`config.mk`:
```
export PLATFORM = sky130hd
export DESIGN_NAME = io_input_conditioner
export DESIGN_NICKNAME = d
export VERILOG_FILES = /design/src/rtl/io_input_conditioner.sv
export SDC_FILE = /design/constraint.sdc
export NUM_CORES = 1
export LEC_CHECK = 0
export CAP_MARGIN = 30
export CORE_UTILIZATION = 64
export DETAILED_ROUTE_END_ITERATION = 8
export HOLD_SLACK_MARGIN = 0.03
export PLACE_DENSITY = 0.85
export SYNTH_ARGS = -nofsm -noshare
export SYNTH_HDL_FRONTEND = slang
export SYNTH_SLANG_ARGS = --single-unit
```
`constraint.sdc`:
```
create_clock -name clock -period 4.4 [get_ports clock]
set_input_delay 0.88 -clock clock [delete_from_list [all_inputs] [get_ports clock]]
set_output_delay 0.88 -clock clock [all_outputs]
set_load 0.05 [all_outputs]
```
`src/rtl/io_input_conditioner.sv`:
```
// io_input_conditioner
//   Turns raw board switches and push-buttons into the two 32-bit words the
//   data memory returns for the input-port addresses. Every bit gets a
//   two-flop synchronizer and a consecutive-sample debouncer. Key presses
//   also set sticky event flags, so the CPU can poll for a press that has
//   already been released.
//
// Ports
//   clock      : system clock, rising edge
//   resetn     : synchronous active-low reset
//   sw_raw     : [SW_W]  asynchronous switch levels, 1 = on
//   key_raw_n  : [KEY_W] asynchronous key levels, 0 = pressed
//   event_clr  : one-cycle pulse, clears every sticky press flag
//   in_port0   : [32] {zeros, debounced switches}
//   in_port1   : [32] [KEY_W-1:0] debounced keys (1 = pressed),
//                     [8+KEY_W-1:8] sticky press flags, rest 0

// Per-bit channel: synchronizer + debounce counter.
//   stable : debounced level (register)
//   rise   : stable goes 0->1 on the coming edge (combinational)
module ioc_channel #(
  parameter int N = 4
) (
  input  logic clock,
  input  logic resetn,
  input  logic raw,
  output logic stable,
  output logic rise
);
  localparam int CNT_W = $clog2(N);
  localparam logic [CNT_W-1:0] TERM = CNT_W'(N - 1);

  // Action taken on the coming edge. COMMIT is transient: the level is
  // accepted and the channel is back in IDLE on the same edge, so the
  // counter alone carries the state.
  typedef enum logic [1:0] {IDLE, COUNTING, COMMIT} act_e;

  logic             s1_q, s2_q;
  logic             stable_q, stable_d;
  logic [CNT_W-1:0] cnt_q, cnt_d;
  act_e             act;

  always_comb begin
    act = IDLE;
    if (s2_q != stable_q) act = (cnt_q == TERM) ? COMMIT : COUNTING;
  end

  // A match always drops the count, so only N back-to-back mismatching
  // samples get through; the counter never exceeds N-1.
  always_comb begin
    cnt_d    = '0;
    stable_d = stable_q;
    unique case (act)
      COUNTING: cnt_d    = cnt_q + 1'b1;
      COMMIT:   stable_d = s2_q;
      default:  ;
    endcase
  end

  always_ff @(posedge clock) begin
    if (!resetn) begin
      s1_q     <= 1'b0;
      s2_q     <= 1'b0;
      stable_q <= 1'b0;
      cnt_q    <= '0;
    end else begin
      s1_q     <= raw;
      s2_q     <= s1_q;
      stable_q <= stable_d;
      cnt_q    <= cnt_d;
    end
  end

  assign stable = stable_q;
  assign rise   = stable_d & ~stable_q;
endmodule

module io_input_conditioner #(
  parameter int SW_W            = 10,
  parameter int KEY_W           = 4,
  parameter int DEBOUNCE_CYCLES = 500000
) (
  input  logic             clock,
  input  logic             resetn,
  input  logic [SW_W-1:0]  sw_raw,
  input  logic [KEY_W-1:0] key_raw_n,
  input  logic             event_clr,
  output logic [31:0]      in_port0,
  output logic [31:0]      in_port1
);
  logic [SW_W-1:0]  sw_stable, sw_rise_unused;
  logic [KEY_W-1:0] key_p, key_stable, key_rise;
  logic [KEY_W-1:0] key_event_q, key_event_d;

  // Keys are active-low on the board; everything downstream is active-high.
  assign key_p = ~key_raw_n;

  ioc_channel #(.N(DEBOUNCE_CYCLES)) u_sw [SW_W-1:0] (
    .clock  (clock),
    .resetn (resetn),
    .raw    (sw_raw),
    .stable (sw_stable),
    .rise   (sw_rise_unused)
  );

  ioc_channel #(.N(DEBOUNCE_CYCLES)) u_key [KEY_W-1:0] (
    .clock  (clock),
    .resetn (resetn),
    .raw    (key_p),
    .stable (key_stable),
    .rise   (key_rise)
  );

  // The set term is OR-ed in after the clear, so a press committing on the
  // same edge as a clear keeps its flag.
  always_comb begin
    key_event_d = (key_event_q & ~{KEY_W{event_clr}}) | key_rise;
  end

  always_ff @(posedge clock) begin
    if (!resetn) key_event_q <= '0;
    else         key_event_q <= key_event_d;
  end

  // Outputs come from registers only; no raw input reaches them directly.
  always_comb begin
    in_port0                 = '0;
    in_port0[SW_W-1:0]       = sw_stable;
    in_port1                 = '0;
    in_port1[KEY_W-1:0]      = key_stable;
    in_port1[8 +: KEY_W]     = key_event_q;
  end
endmodule

```
==> results_dict.tcl <==
set metrics [dict create \
    finalSetupViolations 0 \
    final_design_area_no_fill_um2 15450 \
    cp_max_fo 4 \
    cts_buffers 31 \
    rsz0062_at_grt "false" \
    ant_nets 0 \
    layout.nets 1647 \
    synth_area_um2 14040 \
    final_cell_mix "dfxtp_1, nor2_1, xnor2_1, nand3_1, nand2_1" \
    cts_max_path_buffers 3 \
    cts_tree "yes" \
    vdd_ir_drop_max_v 0.0003522 \
    hold_class "flip-flop to flip-flop" \
    ys_types 51 \
    die_area_um2 22540 \
    required_ns 3.52 \
    synth_top_area_share_pct 44.47 \
    fmax_ghz 0.3709 \
    first_global_vias 10074 \
    yosys.area.top_type "dfxtp_1" \
    maxSlewHeadroom_pct 43.77 \
    crit_path_end_kind "primary output" \
    cts.clk_slew.worst_paths_ns 0.06 \
    fp-row-count 53 \
    drcViolationCount 0 \
    worst-r2r-cell-count 4 \
    track_usage_pct 23.60 \
    antenna_found_initial 0 \
    cts_max_level 1 \
    status "complete, no violations" \
    wl_per_cell_um 13.77 \
    cts.sinks 312 \
    drt_wl_total_mm 26.35 \
    synthToLayoutAreaGrowth_pct 10.03 \
    path_buf_inv 1 \
    max-cap-violations 0 \
    viasPerCell 5.703 \
    die_x_um 150.1 \
    endpoint "in_port1[3]" \
    synth-warning-count 0 \
    leakagePower_uw 0.004702 \
    layout_commonest_cell "dfxtp_1" \
    grt_pass1_wl_mm 45.07 \
    power_density_nw_per_um2 382.8 \
    synth_seq_area_share_pct 44.47 \
    firstDrtPassIters 5 \
    drt_iter0_drc 646 \
    cts_setup_buffers 0 \
    synth_area_leaders "dfxtp_1, xnor2_1, nor2_1, xor2_1, nand3_1" \
    hpwlAfterDp_mm 17.45 \
    port_buffers 34 \
    fin_ws_ns 1.704 \
    vias 10916 \
    crit_start "u_key[3].stable" \
    worst_slew_pin_slew_ns 0.8409 \
    drive_above_1_share_pct 5.613 \
    path_depth 1 \
    start_kind "flip-flop" \
    r2r-end "u_key[1].cnt_q[4]" \
    grt_max_degree 24 \
    slew_viol_final 0 \
    period_share_pct 61.27 \
    finalCriticalPeriod_ns 2.696 \
    slowest_stage "clkdlybuf4s50_1" \
    timing.reg2reg.setup_slack_ns 2.03 \
    syn_avg_cell_area_um2 8.783 \
    cts_resized 0 \
    cts_hold_buf 0 \
    ys_seq_elements 312 \
    crit_chain "clkdlybuf4s50_1" \
    max_stage_delay_ns 0.84 \
    core_area_um2 21290 \
    critical_path_arrival_ns 1.82 \
    n_antenna_cell 0 \
    dp_slack_ns 1.858 \
    reg2reg_from "u_key[1].cnt_q[14]" \
    insertion_delay_ns 0.55 \
    grt_remaining_overflow 0 \
    syn_inst 1599 \
    setup-tns-final_ns 0 \
    design_power_total_uw 5916 \
    io_pins 81 \
    cts-root-buf "clkbuf_16" \
    start_util_pct 65.98 \
    fin_skew_ns 0.009319 \
    place_area_um2 14320 \
    crit_type "flip-flop to primary output" \
    die_h_um 150.1 \
    hold_violations 0 \
    crit_family "buffers and inverters" \
    gp_congestion 0.8380 \
]
## worst min-delay path by stage
| stage | start | to | slack, ns | cells after the start |
|---|---|---|---|---|
| after global placement | u_sw[5].s1_q | u_sw[5].s2_q | 0.41 | 1 |
| after detailed placement | u_sw[1].s1_q | u_sw[1].s2_q | 0.42 | 1 |
| after floorplan | u_key[0].s1_q | u_key[0].s2_q | 0.41 | 1 |
| final | u_sw[1].s1_q | u_sw[1].s2_q | 0.43 | 1 |
| after global routing | u_sw[7].s1_q | u_sw[7].s2_q | 0.45 | 1 |
| after CTS | u_sw[1].s1_q | u_sw[1].s2_q | 0.43 | 1 |
## area by class of cell
class	count	area [µm²]
Timing Repair Buffer	40	395.4
Tap cell	275	344.1
Clock inverter	20	322.8
Clock buffer	36	814.5
Fill cell	1517	5833
Multi-Input combinational cell	1180	7139
Sequential cell	312	6246
Inverter	51	191.4
## layer usage
metal,global-route usage (%),wire length [µm],vias to the layer above
met1,29.56,11940,5147
met4,6.010,469,0
met3,3.424,926,36
met2,42.34,13020,177
met5,0,0,-
li1,-,-,5556
## cell usage after synthesis, drive strengths merged
cell	n
o41ai	1
dfxtp	312
nand3	94
a21oi	77
xor2	89
nor3	26
and4	27
buf	70
or3b	3
and3	11
nor4	37
mux2i	1
a21bo	1
or4bb	4
conb	1
inv	51
or3	50
nor4bb	2
nor4b	10
a31o	2
o21bai	6
and2	31
or2	7
clkbuf	31
nor2	229
nand2b	7
or4b	15
nand2	93
o21ai	43
nor3b	1
o311ai	1
nand4	66
nand4bb	1
xnor2	100
o31ai	27
ha	14
o211ai	4
a21o	1
or4	47
o21a	6
## power by group
group	total, µW	switching, µW	internal, µW
Combinational	157	128	29.2
Clock	2910	1110	1800
Sequential	2850	8.70	2840
Total	5920	1250	4670
## registers in the layout, indices dropped and copies added, names as in the netlist
register,count
u_sw.cnt_q,190
u_key.cnt_q,76
u_sw.s1_q,10
u_sw.s2_q,10
u_sw.stable,10
key_event_q,4
u_key.s1_q,4
u_key.s2_q,4
u_key.stable,4
## cell families (layout without fill, tap and decap cells)
group / Yosys count / in the layout / synth area share [%]
mux: 1 / 1 / 0.07127
fa+ha+maj: 14 / 14 / 1.247
simple gates: 761 / 761 / 28.97
compound gates: 169 / 169 / 7.528
other cells: 1 / 46 / 0.02670
xor+xnor: 189 / 189 / 11.79
flops: 312 / 312 / 44.47
buf+inv: 152 / 147 / 5.898
## per-stage QoR
stage / hold slack [ns] / std cells / utilization [%]
global route: 0.4532 / 1914 / 72.60
global placement: 0.4135 / 1854 / 67.04
finish: 0.4307 / 1914 / 72.60
CTS: 0.4334 / 1914 / 72.60
floorplan: 0.4119 / 1644 / -
detailed placement: 0.4187 / 1858 / 67.25
No activity file was read; power rests on OpenSTA's default activity.
